**config.mk**
```make
export PLATFORM = sky130hd
export DESIGN_NAME = ex_iter_flat
export DESIGN_NICKNAME = d
export VERILOG_FILES = /design/src/rtl/ex_iter_if.sv /design/src/rtl/ex_iter.sv /design/src/flat_wrapper.sv
export SDC_FILE = /design/constraint.sdc
export NUM_CORES = 1
export LEC_CHECK = 0
export BUFFER_PORTS_ARGS = -buffer_cell sky130_fd_sc_hd__clkbuf_2
export CAP_MARGIN = 20
export CELL_PAD_IN_SITES_DETAIL_PLACEMENT = 1
export CELL_PAD_IN_SITES_GLOBAL_PLACEMENT = 1
export CORE_ASPECT_RATIO = 0.6
export CORE_MARGIN = 1.5
export CORE_UTILIZATION = 44
export CTS_BUF_LIST = sky130_fd_sc_hd__clkbuf_16
export DETAILED_ROUTE_END_ITERATION = 16
export PLACE_DENSITY = 0.92
export SLEW_MARGIN = 0
export SYNTH_ARGS = -nofsm -noshare
export SYNTH_HDL_FRONTEND = slang
export SYNTH_SLANG_ARGS = --single-unit
```
**constraint.sdc**
```tcl
create_clock -name clk -period 8.2 [get_ports clk]
set_input_delay 2.05 -clock clk [delete_from_list [all_inputs] [get_ports clk]]
set_output_delay 2.05 -clock clk [all_outputs]
set_load 0.05 [all_outputs]
```
**src/rtl/ex_iter_if.sv**
```systemverilog
// rtl/ex_iter_if.sv - decode-to-execute operand bundle and execute-stage result bundle
// The slave modport is the execute stage; the master is whatever drives it (id_ex or a bench).
interface ex_iter_if;
  logic [7:0]  aluop_i;
  logic [2:0]  alusel_i;
  logic [31:0] reg1_i;
  logic [31:0] reg2_i;
  logic [4:0]  wd_i;
  logic        wreg_i;
  logic        flush_i;
  logic [4:0]  wd_o;
  logic        wreg_o;
  logic [31:0] wdata_o;
  logic        whilo_o;
  logic [31:0] hi_o;
  logic [31:0] lo_o;
  logic        stallreq_o;

  modport slave (
    input  aluop_i, alusel_i, reg1_i, reg2_i, wd_i, wreg_i, flush_i,
    output wd_o, wreg_o, wdata_o, whilo_o, hi_o, lo_o, stallreq_o
  );

  modport master (
    output aluop_i, alusel_i, reg1_i, reg2_i, wd_i, wreg_i, flush_i,
    input  wd_o, wreg_o, wdata_o, whilo_o, hi_o, lo_o, stallreq_o
  );
endinterface

```
**src/rtl/ex_iter.sv**
```systemverilog
// rtl/ex_iter.sv - execute stage: single-cycle logic/shift/arith plus iterative radix-2 DIV/DIVU
// The divider works on magnitudes and applies the sign fix-up only when presenting the result.
module ex_iter #(
  parameter int DIV_STEPS = 32
) (
  input  logic    clk,
  input  logic    rst,
  ex_iter_if.slave ex
);

  localparam logic [7:0] OP_AND  = 8'b0010_0100;
  localparam logic [7:0] OP_OR   = 8'b0010_0101;
  localparam logic [7:0] OP_XOR  = 8'b0010_0110;
  localparam logic [7:0] OP_NOR  = 8'b0010_0111;
  localparam logic [7:0] OP_SLL  = 8'b0111_1100;
  localparam logic [7:0] OP_SRL  = 8'b0000_0010;
  localparam logic [7:0] OP_SRA  = 8'b0000_0011;
  localparam logic [7:0] OP_SLT  = 8'b0010_1010;
  localparam logic [7:0] OP_SLTU = 8'b0010_1011;
  localparam logic [7:0] OP_ADDU = 8'b0010_0001;
  localparam logic [7:0] OP_SUBU = 8'b0010_0011;
  localparam logic [7:0] OP_DIV  = 8'b0001_1010;
  localparam logic [7:0] OP_DIVU = 8'b0001_1011;

  localparam logic [2:0] SEL_LOGIC = 3'b001;
  localparam logic [2:0] SEL_SHIFT = 3'b010;
  localparam logic [2:0] SEL_ARITH = 3'b100;

  localparam int CW = $clog2(DIV_STEPS);
  localparam logic [CW-1:0] LAST_STEP = CW'(DIV_STEPS - 1);

  typedef enum logic [1:0] {S_IDLE, S_BYZERO, S_ON, S_END} state_t;

  state_t          state_q, state_d;
  logic [CW-1:0]   count_q, count_d;
  logic [31:0]     rem_q, rem_d;
  logic [31:0]     quot_q, quot_d;
  logic [31:0]     dvsr_q, dvsr_d;
  logic            neg_quot_q, neg_quot_d;
  logic            neg_rem_q, neg_rem_d;

  logic            is_div;
  logic            is_sdiv;
  logic [31:0]     abs1;
  logic [31:0]     abs2;
  logic [32:0]     shifted;
  logic            fits;
  logic [31:0]     alu_res;

  assign is_div  = (ex.aluop_i == OP_DIV) || (ex.aluop_i == OP_DIVU);
  assign is_sdiv = (ex.aluop_i == OP_DIV);
  assign abs1    = (is_sdiv && ex.reg1_i[31]) ? 32'd0 - ex.reg1_i : ex.reg1_i;
  assign abs2    = (is_sdiv && ex.reg2_i[31]) ? 32'd0 - ex.reg2_i : ex.reg2_i;

  // Restoring step: partial remainder always stays below the divisor, so 33 bits suffice.
  assign shifted = {rem_q, quot_q[31]};
  assign fits    = shifted >= {1'b0, dvsr_q};

  always_comb begin
    alu_res = '0;
    case (ex.alusel_i)
      SEL_LOGIC: begin
        case (ex.aluop_i)
          OP_AND:  alu_res = ex.reg1_i & ex.reg2_i;
          OP_OR:   alu_res = ex.reg1_i | ex.reg2_i;
          OP_XOR:  alu_res = ex.reg1_i ^ ex.reg2_i;
          OP_NOR:  alu_res = ~(ex.reg1_i | ex.reg2_i);
          default: alu_res = '0;
        endcase
      end
      SEL_SHIFT: begin
        case (ex.aluop_i)
          OP_SLL:  alu_res = ex.reg2_i << ex.reg1_i[4:0];
          OP_SRL:  alu_res = ex.reg2_i >> ex.reg1_i[4:0];
          OP_SRA:  alu_res = 32'($signed(ex.reg2_i) >>> ex.reg1_i[4:0]);
          default: alu_res = '0;
        endcase
      end
      SEL_ARITH: begin
        case (ex.aluop_i)
          OP_ADDU: alu_res = ex.reg1_i + ex.reg2_i;
          OP_SUBU: alu_res = ex.reg1_i - ex.reg2_i;
          OP_SLT:  alu_res = {31'd0, $signed(ex.reg1_i) < $signed(ex.reg2_i)};
          OP_SLTU: alu_res = {31'd0, ex.reg1_i < ex.reg2_i};
          default: alu_res = '0;
        endcase
      end
      default: alu_res = '0;
    endcase
  end

  always_ff @(posedge clk) begin
    if (rst) state_q <= S_IDLE;
    else     state_q <= state_d;
  end

  always_comb begin
    state_d = state_q;
    if (ex.flush_i) begin
      state_d = S_IDLE;
    end else begin
      case (state_q)
        S_IDLE:   if (is_div) state_d = (ex.reg2_i == 32'd0) ? S_BYZERO : S_ON;
        S_BYZERO: state_d = is_div ? S_END : S_IDLE;
        S_ON: begin
          if (!is_div)                 state_d = S_IDLE;
          else if (count_q == LAST_STEP) state_d = S_END;
        end
        default:  state_d = S_IDLE;
      endcase
    end
  end

  always_comb begin
    count_d    = count_q;
    rem_d      = rem_q;
    quot_d     = quot_q;
    dvsr_d     = dvsr_q;
    neg_quot_d = neg_quot_q;
    neg_rem_d  = neg_rem_q;
    case (state_q)
      S_IDLE: begin
        if (is_div) begin
          count_d    = '0;
          rem_d      = '0;
          quot_d     = abs1;
          dvsr_d     = abs2;
          neg_quot_d = is_sdiv && (ex.reg1_i[31] ^ ex.reg2_i[31]);
          neg_rem_d  = is_sdiv && ex.reg1_i[31];
        end
      end
      S_ON: begin
        rem_d   = fits ? 32'(shifted - {1'b0, dvsr_q}) : shifted[31:0];
        quot_d  = {quot_q[30:0], fits};
        count_d = count_q + 1'b1;
      end
      S_BYZERO: begin
        rem_d  = '0;
        quot_d = '0;
      end
      default: ;
    endcase
  end

  always_ff @(posedge clk) begin
    if (rst) begin
      count_q    <= '0;
      rem_q      <= '0;
      quot_q     <= '0;
      dvsr_q     <= '0;
      neg_quot_q <= 1'b0;
      neg_rem_q  <= 1'b0;
    end else begin
      count_q    <= count_d;
      rem_q      <= rem_d;
      quot_q     <= quot_d;
      dvsr_q     <= dvsr_d;
      neg_quot_q <= neg_quot_d;
      neg_rem_q  <= neg_rem_d;
    end
  end

  always_comb begin
    ex.wd_o       = '0;
    ex.wreg_o     = 1'b0;
    ex.wdata_o    = '0;
    ex.whilo_o    = 1'b0;
    ex.hi_o       = '0;
    ex.lo_o       = '0;
    ex.stallreq_o = 1'b0;
    if (!rst) begin
      ex.wd_o    = ex.wd_i;
      ex.wreg_o  = is_div ? 1'b0 : ex.wreg_i;
      ex.wdata_o = alu_res;
      if (state_q == S_END) begin
        if (!ex.flush_i) begin
          ex.whilo_o = 1'b1;
          ex.lo_o    = neg_quot_q ? 32'd0 - quot_q : quot_q;
          ex.hi_o    = neg_rem_q  ? 32'd0 - rem_q  : rem_q;
        end
      end else begin
        ex.stallreq_o = is_div && !ex.flush_i;
      end
    end
  end

endmodule

```
**src/flat_wrapper.sv**
```systemverilog
// flat-port wrapper written by rule: the top's interface ports become plain ports
module ex_iter_flat 
#(
  parameter int DIV_STEPS = 32
)
  (clk, rst, ex_aluop_i, ex_alusel_i, ex_reg1_i, ex_reg2_i, ex_wd_i, ex_wreg_i, ex_flush_i, ex_wd_o, ex_wreg_o, ex_wdata_o, ex_whilo_o, ex_hi_o, ex_lo_o, ex_stallreq_o);
  ex_iter_if ex_i ();
  input  logic clk;
  input  logic rst;
  input wire logic [$bits(ex_i.aluop_i)-1:0] ex_aluop_i;
  input wire logic [$bits(ex_i.alusel_i)-1:0] ex_alusel_i;
  input wire logic [$bits(ex_i.reg1_i)-1:0] ex_reg1_i;
  input wire logic [$bits(ex_i.reg2_i)-1:0] ex_reg2_i;
  input wire logic [$bits(ex_i.wd_i)-1:0] ex_wd_i;
  input wire logic [$bits(ex_i.wreg_i)-1:0] ex_wreg_i;
  input wire logic [$bits(ex_i.flush_i)-1:0] ex_flush_i;
  output wire logic [$bits(ex_i.wd_o)-1:0] ex_wd_o;
  output wire logic [$bits(ex_i.wreg_o)-1:0] ex_wreg_o;
  output wire logic [$bits(ex_i.wdata_o)-1:0] ex_wdata_o;
  output wire logic [$bits(ex_i.whilo_o)-1:0] ex_whilo_o;
  output wire logic [$bits(ex_i.hi_o)-1:0] ex_hi_o;
  output wire logic [$bits(ex_i.lo_o)-1:0] ex_lo_o;
  output wire logic [$bits(ex_i.stallreq_o)-1:0] ex_stallreq_o;
  assign ex_i.aluop_i = ex_aluop_i;
  assign ex_i.alusel_i = ex_alusel_i;
  assign ex_i.reg1_i = ex_reg1_i;
  assign ex_i.reg2_i = ex_reg2_i;
  assign ex_i.wd_i = ex_wd_i;
  assign ex_i.wreg_i = ex_wreg_i;
  assign ex_i.flush_i = ex_flush_i;
  assign ex_wd_o = ex_i.wd_o;
  assign ex_wreg_o = ex_i.wreg_o;
  assign ex_wdata_o = ex_i.wdata_o;
  assign ex_whilo_o = ex_i.whilo_o;
  assign ex_hi_o = ex_i.hi_o;
  assign ex_lo_o = ex_i.lo_o;
  assign ex_stallreq_o = ex_i.stallreq_o;
  ex_iter #(.DIV_STEPS(DIV_STEPS)) u_core (.clk(clk), .rst(rst), .ex(ex_i));
endmodule
```
Yosys cells after proc, flatten, opt, wreduce, memory -nomap -nowiden

Index checks and enable logic that the tools add are counted.

Add/subtract/negate cells: 8
Order comparisons: 3
Eq/ne operators: 22
Shifts and indexed selects: 3
Muxes and demuxes: 36
Bitwise logic cells: 5
Reduce and logical (&&, ||, !) cells: 15

Operators by type and width:

| kind                                                                | number |
|---|---|
| 32-bit two-way mux                                                  | 14 |
| 32-bit case mux with 3 select lines                                 | 4 |
| 32-bit case mux with 4 select lines                                 | 2 |
| 1-bit by 32-bit subtractor with 32-bit output, first input constant | 4 |
| 8-bit by 6-bit == test with 1-bit output, second input constant     | 8 |
| 32-bit less-than comparator                                         | 2 |
| 32-bit subtractor                                                   | 2 |
| 33-bit by 32-bit >= comparator with 1-bit output                    | 1 |
| 32-bit adder                                                        | 1 |
| 32-bit bitwise AND                                                  | 1 |
| 32-bit logical NOT                                                  | 1 |
| 32-bit inverter                                                     | 1 |
| 32-bit OR                                                           | 1 |
| 32-bit by 5-bit left shift with 32-bit output                       | 1 |
| 32-bit by 5-bit >> shifter with 32-bit output                       | 1 |
| 32-bit by 5-bit >>> shifter with 32-bit output                      | 1 |
| 32-bit bitwise XOR                                                  | 1 |
| 8-bit by 2-bit == test with 1-bit output, second input constant     | 2 |
| 8-bit by 5-bit == test with 1-bit output, second input constant     | 2 |
| 2-bit two-way mux                                                   | 5 |
| 5-bit two-way mux                                                   | 2 |
| 5-bit case mux with 2 select lines                                  | 1 |
| 8-bit by 7-bit == test with 1-bit output, second input constant     | 1 |
| 2-bit AND reduction                                                 | 4 |
| other kinds (19)                                                    | 29 |

Bits in registers: 105
Bits of input ports: 84
Output and inout port bits: 104
Logic and storage cells: 99

Longest topological paths before layout

Gate-level depths: netlist of run 1.

Depth after elaboration: 5
Depth in mapped cells: 17
Gate-level depth less buffers: 14

Worst setup path before layout of run 1

No wires, ideal clock.

Path kind: in2out
From: input port ex_reg1_i[2]
To: output port ex_wdata_o[0]
Data arrival time: 6060 ps
Required time: 6150 ps
Slack: 90 ps
Stages on the path: 17
Path buffers: 5
Cells stage by stage: clkbuf_1 inv_1 buf_2 buf_1 buf_1 ha_1 clkbuf_1 nor2b_1 o21ai_0 a311o_1 a21oi_1 a2111oi_0 o21ai_0 mux2_2 o21ai_0 nand2_1 a31oi_1

Word-level cells in the longest chain between the ends: 4
Elaborated cells on any way between the ends: 9
Those cells by class: 2 x order compare; 3 x shift; 4 x mux

RTL lines:

| item                                                                                              | RTL line                     | source |
|---|---|---|
| start: declaration                                                                                | flat_wrapper.sv:12           | `input wire logic [$bits(ex_i.reg1_i)-1:0] ex_reg1_i;` |
| 32-bit less-than comparator, or another cell as far along                                         | ex_iter.sv:84                | `OP_SLTU: alu_res = {31'd0, ex.reg1_i < ex.reg2_i};` |
| 32-bit case mux with 4 select lines / 32-bit case mux with 3 select lines (equally long branches) | ex_iter.sv:80, ex_iter.sv:72 |  |
| 32-bit case mux with 3 select lines (*)                                                           | ex_iter.sv:61                | `case (ex.alusel_i)` |
| 32-bit two-way mux (*)                                                                            | ex_iter.sv:171               | `if (!rst) begin` |
| end: declaration                                                                                  | flat_wrapper.sv:19           | `output wire logic [$bits(ex_i.wdata_o)-1:0] ex_wdata_o;` |

Every way passes the cells marked *; elsewhere a longest branch is shown, timed or not.

Worst setup path after layout of run 1

From: input port ex_reg2_i[15]
To: output port ex_wdata_o[30]

Word-level cells in the longest chain between the ends: 4
Elaborated cells on any way between the ends: 9
Those cells by class: 2 x add/sub; 3 x shift; 4 x mux

RTL lines:

| item                                                                                              | RTL line                     | source |
|---|---|---|
| start: declaration                                                                                | flat_wrapper.sv:13           | `input wire logic [$bits(ex_i.reg2_i)-1:0] ex_reg2_i;` |
| 32-bit subtractor, or another cell as far along                                                   | ex_iter.sv:82                | `OP_SUBU: alu_res = ex.reg1_i - ex.reg2_i;` |
| 32-bit case mux with 4 select lines / 32-bit case mux with 3 select lines (equally long branches) | ex_iter.sv:80, ex_iter.sv:72 |  |
| 32-bit case mux with 3 select lines (*)                                                           | ex_iter.sv:61                |  |
| 32-bit two-way mux (*)                                                                            | ex_iter.sv:171               |  |

Marks and branches as above.

==> reports/results.txt, run 1 <==
status: complete, no violations
maxcap violations: 0
# H-tree levels: 3
cell taking the most area after synthesis: dfxtp_1
first-pass GRT wire length: 135000 um
dpl ws: 130 ps
synth warn: 0
Clk pin slew, worst setup/hold paths: 80 ps
synth unique cells: 93
RSZ-0062 raised after global routing: false
DRC errors left: 0
layout cells sized above 1: 12.9%
Synth top area share: 11.9%
critical path startpoint category: input port
Simple-Gate Fraction of Synth Area: 22.6%
Crit path arrival time: 5920 ps
Layout Utilization: 51.1%
CP Capture Type: output port
FMAX: 0.125 GHz
Inserted Clock Buffers: 9
Crit Path Class: in2out
Setup WS post-layout: 226 ps
Cells after Synth: 2645
die height: 158 um
largest net degree at the start of global routing: 85
nets: 2972
drt wl/cell: 28.9 um
CTS Sinks: 105
sequential share of the synthesized area: 11.9%
Worst Max-Slew Pin Slew: 1240 ps
flops & latches, synth: 105
via count: 22.3k
initial core utilization: 45.0%
1st-iter DRT viols: 3175
drt via density: 6.81
P per Cell Area: 94.4 nW/um^2
CP max FO: 13
setup slack, reg-to-reg: 3490 ps
HPWL after DPL: 74000 um
area fraction in compound gates after synthesis: 30.5%
Cell Area, Synth: 17700 sq um
I/O pin total: 188
total wire length: 94500 um
core region area: 39400 sq um
grt total ovfl: 0
largest cells by area after synthesis: dfxtp_1 12%, ha_1 10%, nor2_1 7.4%
All-Layer GR Usage: 43.4%
Final Hold Vio Count: 0
Post-Synth XOR/XNOR Area: 10.0%
setup TNS: 0 ps
TritonCTS clock tree: yes
initial antenna violation count: 4
Final Max Slew Viols: 0
antenna-violating nets left: 0
synthesis-to-layout area growth: 13.5%
RD Place Congestion: 1.05
Critical Path RT: 6150 ps
Register-to-Register Path Depth: 9
Top FF cell, synth: dfxtp_1
asr flop ratio synth: 0%
RR Startpoint: u_core.state_q[1]$_SDFFE_PP0P_
commonest cells in the netlist: 348 x nor2_1, 258 x nand2_1, 222 x a21oi_1, 207 x o21ai_0, 152 x clkbuf_1
hold_ws: 496 ps
CTS Hold Bufs: 0
syn nets: 2873
Die ar.: 41500 sq um
Min-Delay Endpoint: u_core.dvsr_q[0]$_SDFFE_PP0P_
fin cells: 3273
reg2reg end: u_core.rem_q[28]$_SDFFE_PP0P_
Post-synth EDFFs: 0
hold depth: 2
count leader, synth: nor2_1
Skew-Pair Late Insertion Delay: 380 ps
Avg Synthesized Cell Area: 6.70 sq um
fin crit share: 97.2%
vias in the first global route: 20.8k
clock buffer depth: 2
Max VDD drop: 77.6 uV
port bufs: 187
mux contribution to synthesized area: 7.45%
final setup vio count: 0
Hold Crit Class: reg2reg
critical hold path startpoint: u_core.dvsr_q[0]$_SDFFE_PP0P_
Final min period: 7970 ps
row count: 56
largest family of logic cells by synthesized area: compound AO/OA/AOI/OAI gates
root buf cell: clkbuf_16
Slew HR: 16.6%
placed cells: 3252
die width: 262 um
TritonRoute pass-1 iters: 8
Lkg Pwr: 8.44 nW
adder-cell share of the synthesized area: 10.3%
Max Clock Skew: 19.6 ps
[logic make-up (layout without fill, tap and decap cells)]
family,after synthesis,count (layout)
adder cells (fa/ha/maj),144,144
multiplexers,119,119
AND/OR/NAND/NOR,880,880
flip-flops,105,105
AO/OA/AOI/OAI,857,857
buffers and inverters,337,441
XOR/XNOR,203,203
other,0,2
[layout make-up]
| cell class | instances | area (sq um) |
|---|---|---|
| tap | 522 | 653 |
| clock inverter | 7 | 88.8 |
| antenna | 2 | 5.00 |
| multi-input combinational | 2203 | 14400 |
| sequential | 105 | 2100 |
| timing repair buffer | 278 | 2090 |
| inverter | 147 | 552 |
| fill | 5154 | 19300 |
| clock buffer | 9 | 225 |
[placed cells by master (no fill, tap or decap), types with 16 or more instances in the layout]
cell / n
mux2i_1: 97
o21ai_1: 41
o21ai_0: 206
a21o_1: 37
nand3_1: 41
or3_1: 21
dfxtp_1: 105
buf_12: 29
nand2_1: 257
o22ai_1: 30
o41ai_1: 21
xnor2_1: 130
nand4_1: 20
inv_1: 141
a22oi_1: 17
nand2b_1: 17
clkbuf_2: 158
a21oi_1: 221
xor2_1: 73
a211oi_1: 67
nor2_1: 346
o31ai_1: 26
and2_1: 17
a221oi_1: 19
nor4_1: 21
nor2b_1: 35
buf_4: 89
nor3_1: 40
ha_1: 141
a221o_1: 16
a31oi_1: 35
o21bai_1: 16
[registers in the layout, indices dropped and copies added (netlist names)]
signal / count
u_core.dvsr_q: 32
u_core.quot_q: 32
u_core.rem_q: 32
u_core.count_q: 5
u_core.state_q: 2
u_core.neg_quot_q: 1
u_core.neg_rem_q: 1
[per-stage QoR]
step	total power, W	instance area [sq um]
6_report	0.00190	20100
5_1_grt	0.00196	20100
3_3_place_gp	0.00135	19700
2_1_floorplan	0.00105	17700
3_5_place_dp	0.00136	19700
4_1_cts	0.00184	20000
[power by group]
| part | switching [W] | leakage, nW | internal (W) | total (W) |
|---|---|---|---|---|
| sequential | 0.00000282 | 0.846 | 0.000512 | 0.000515 |
| clock | 0.000257 | 0.155 | 0.000245 | 0.000502 |
| combinational | 0.000593 | 7.44 | 0.000290 | 0.000884 |
| total | 0.000853 | 8.44 | 0.00105 | 0.00190 |
[worst max-delay path, stage by stage]
cell	delay, ps
clkbuf_2	180
inv_1	190
ha_1	530
or3_1	510
or4b_1	530
a21oi_1	340
o21ai_1	240
a31o_1	300
o311ai_1	240
nor4b_2	290
a21o_1	160
a21oi_1	60
clkbuf_2	280
[repair_timing]
action | CTS | global route
setup buffers | 0 | 0
gates resized for setup | 0 | 3
hold endpoints to repair | 0 | 0
setup endpoints to repair | 0 | 3
[worst max path at each step]
stage                                end     startpoint  cells past startpoint
after floorplan            ex_wdata_o[0]   ex_reg1_i[2]                     17
after global placement     ex_wdata_o[0]   ex_reg2_i[0]                     15
after detailed placement   ex_wdata_o[0]   ex_reg2_i[0]                     15
after CTS                  ex_wdata_o[0]   ex_reg2_i[0]                     15
after global routing      ex_wdata_o[30]  ex_reg2_i[15]                     13
final                     ex_wdata_o[30]  ex_reg2_i[15]                     13
[layer usage]
layer / share of wire (%) / global-route usage [%] / vias up
met2: 40 / 61.4 / 1375
met5: 0.014 / 0 / -
li1: - / - / 9643
met4: 3.9 / 14.1 / 2
met1: 44 / 61.3 / 11042
met3: 12 / 13.8 / 228
No activity file was read; power rests on OpenSTA's default activity.
==> run 2, diff against run 1 <==
ABC_AREA = 1   (was not set)
CORE_UTILIZATION = 40   (was 44)
PLACE_DENSITY = 0.9   (was 0.92)
==> run 2 against run 1 <==
Global-route usage grew 0.91 points; total power increased by 1.9%; non-clock buffer count is 38 lower.
==> reports/results.txt, run 2 <==
fin crit share: 90.0% (-7.3 points)
TritonCTS clock tree: yes
synth unique cells: 55 (-41%)
die width: 300 um (+14%)
CTS Sinks: 105 (unchanged)
# H-tree levels: 3 (unchanged)
largest cells by area after synthesis: nand2_1 23%, nand3_1 14%, dfxtp_1 10%
maxcap violations: 0 (unchanged)
TritonRoute pass-1 iters: 7 (-1)
Worst Max-Slew Pin Slew: 1200 ps (-48.9 ps)
I/O pin total: 188 (unchanged)
Lkg Pwr: 12.2 nW (+45%)
CP Capture Type: output port
Slew HR: 19.6% (+3.0 points)
biggest regs: u_core.dvsr_q: 32 flops, u_core.quot_q: 32 flops, u_core.rem_q: 32 flops
antenna-violating nets left: 0 (unchanged)
vias in the first global route: 28.1k (+35%)
layout cells sized above 1: 7.34% (-5.5 points)
Clk pin slew, worst setup/hold paths: 90 ps (about the same)
drt wl/cell: 25.4 um (-12%)
count leader, synth: nand2_1
Top FF cell, synth: dfxtp_1
final setup vio count: 0 (unchanged)
setup TNS: 0 ps (unchanged)
synthesis-to-layout area growth: 11.0%
CP max FO: 6 (-7)
Final min period: 7380 ps (-596 ps)
post-route cell area: 23400 sq um (+16%)
RD Place Congestion: 1.12 (+6.4%)
Filler cells: 7852 (+52%)
Crit path arrival time: 5330 ps (-590 ps)
HPWL after DPL: 103000 um (+39%)
core region area: 51600 sq um (+31%)
synth warn: 0 (unchanged)
FMAX: 0.136 GHz (+8.1%)
critical path startpoint category: input port
commonest cells in the netlist: 1279 x nand2_1, 572 x nand3_1, 554 x inv_1, 381 x nor2_1, 337 x a21oi_1
dpl ws: 1080 ps (+947 ps)
Die ar.: 54200 sq um (+31%)
Max Clock Skew: 11.1 ps (-8.50 ps)
most frequent cells in the layout: 1279 x nand2_1, 572 x nand3_1, 554 x inv_1, 381 x nor2_1, 337 x a21oi_1
Final Hold Vio Count: 0 (unchanged)
cell taking the most area after synthesis: nand2_1
P per Cell Area: 82.7 nW/um^2 (-12%)
Synth top area share: 22.7% (+11 points)
nets: 4446 (+50%)
status: complete, no violations
largest net degree at the start of global routing: 72 (-15%)
RSZ-0062 raised after global routing: false
Crit Path Class: in2out
postcts setup bufs: 0 (unchanged)
Hold Crit Class: reg2reg
Setup WS post-layout: 821 ps (+596 ps)
cts repair resizes: 0 (unchanged)
Final Max Slew Viols: 0 (unchanged)
flops & latches, synth: 105 (unchanged)
DRC errors left: 0 (unchanged)
Inserted Clock Buffers: 9 (unchanged)
clock buffer depth: 2 (unchanged)
syn nets: 4348 (+51%)
placed cell area: 23100 sq um (+17%)
first-pass GRT wire length: 182000 um (+34%)
via count: 30.3k (+36%)
sequential share of the synthesized area: 9.96% (-1.9 points)
grt total ovfl: 0 (unchanged)
initial core utilization: 40.9% (-4.1 points)
CTS Hold Bufs: 0 (unchanged)
root buf cell: clkbuf_16
Cell Area, Synth: 21100 sq um (+19%)
die height: 181 um (+14%)
Critical Path RT: 6150 ps (about the same)
initial antenna violation count: 10 (+6)
All-Layer GR Usage: 44.3% (+0.91 points)
drt via density: 6.15 (-9.7%)
1st-iter DRT viols: 4541 (+43%)
asr flop ratio synth: 0% (unchanged)
Max VDD drop: 101 uV (+30%)
row count: 64 (+14%)
port bufs: 187 (unchanged)
most common cell after layout, fill and taps aside: nand2_1
Post-synth EDFFs: 0 (unchanged)
Avg Synthesized Cell Area: 5.12 sq um (-24%)
Cells after Synth: 4120 (+56%)
total wire length: 125000 um (+33%)
Skew-Pair Late Insertion Delay: 390 ps (about the same)
run 2: changes by cell type after synthesis, sizes merged, moves of 32 or more:
cell / change
nand3: +532
nand4: +38
nor2b: -35
mux2i: -97
inv: +425
nor2: +50
buf: +32
a21oi: +117
a211oi: -57
xnor2: -114
xor2: -41
a21o: -37
nand2: +1025
clkbuf: -69
run 2: cell families after synthesis:
family	synth area share, %
AO/OA/AOI/OAI	17.0
adder cells (fa/ha/maj)	8.64
XOR/XNOR	1.99
AND/OR/NAND/NOR	49.0
flip-flops	9.96
buffers and inverters	13.3
run 2: path summary, 6_finish.rpt:
check | start | to | slack [ps] | cells after the start
worst max register to register | u_core.state_q[0]$_SDFFE_PP0P_ | u_core.rem_q[11]$_SDFFE_PP0P_ | 4230 | 13
worst min register to register | u_core.count_q[1]$_SDFFE_PP0P_ | u_core.count_q[1]$_SDFFE_PP0P_ | 500 | 2
worst min-delay path | u_core.count_q[1]$_SDFFE_PP0P_ | u_core.count_q[1]$_SDFFE_PP0P_ | 500 | 2
worst max-delay path | ex_reg2_i[4] | ex_wdata_o[25] | 820 | 18
run 2: cell type report:
cell class / instances / area [sq um] / area share [%]
Clock buffer: 9 / 225 / 0.961
Inverter: 574 / 2150 / 9.20
Sequential cell: 105 / 2100 / 8.97
Antenna cell: 7 / 17.5 / 0.0748
Multi-Input combinational cell: 3288 / 16200 / 69.2
Tap cell: 693 / 867 / 3.70
Clock inverter: 7 / 71.3 / 0.304
Timing Repair Buffer: 240 / 1780 / 7.62
run 2: per-stage QoR:
stage	hold slack (ps)	total power [W]	std cells	util (%)
6_report	502	0.00194	4923	45.4
3_5_place_dp	483	0.00142	4900	44.8
4_1_cts	499	0.00188	4916	45.4
3_3_place_gp	481	0.00141	4900	44.8
2_1_floorplan	456	0.00107	4120	-
5_1_grt	531	0.00201	4921	45.4
run 2: critical path: stages:
cell	delay (ps)
clkbuf_2	310
inv_1	250
ha_1	510
inv_1	170
nand2_1	100
nand2_1	100
inv_1	90
nand3_1	290
nand2_1	150
nand2_1	130
nand2_1	180
nand3_1	100
nand2_1	70
nand3_1	140
nand2_1	110
nand2_1	50
a21oi_1	330
buf_12	190
run 2: power by group:
part,total [W],internal [W],switching (W)
registers,0.000515,0.000512,0.00000275
clock network,0.000464,0.000216,0.000248
logic,0.000959,0.000230,0.000728
run 2: per-layer routing:
metal / routed length, um / vias up / GRT usage, %
met5: 51 / - / 0
met2: 47300 / 1997 / 59.4
met1: 54100 / 14434 / 63.3
li1: - / 13587 / -
met4: 3570 / 8 / 11.2
met3: 20200 / 256 / 19.2
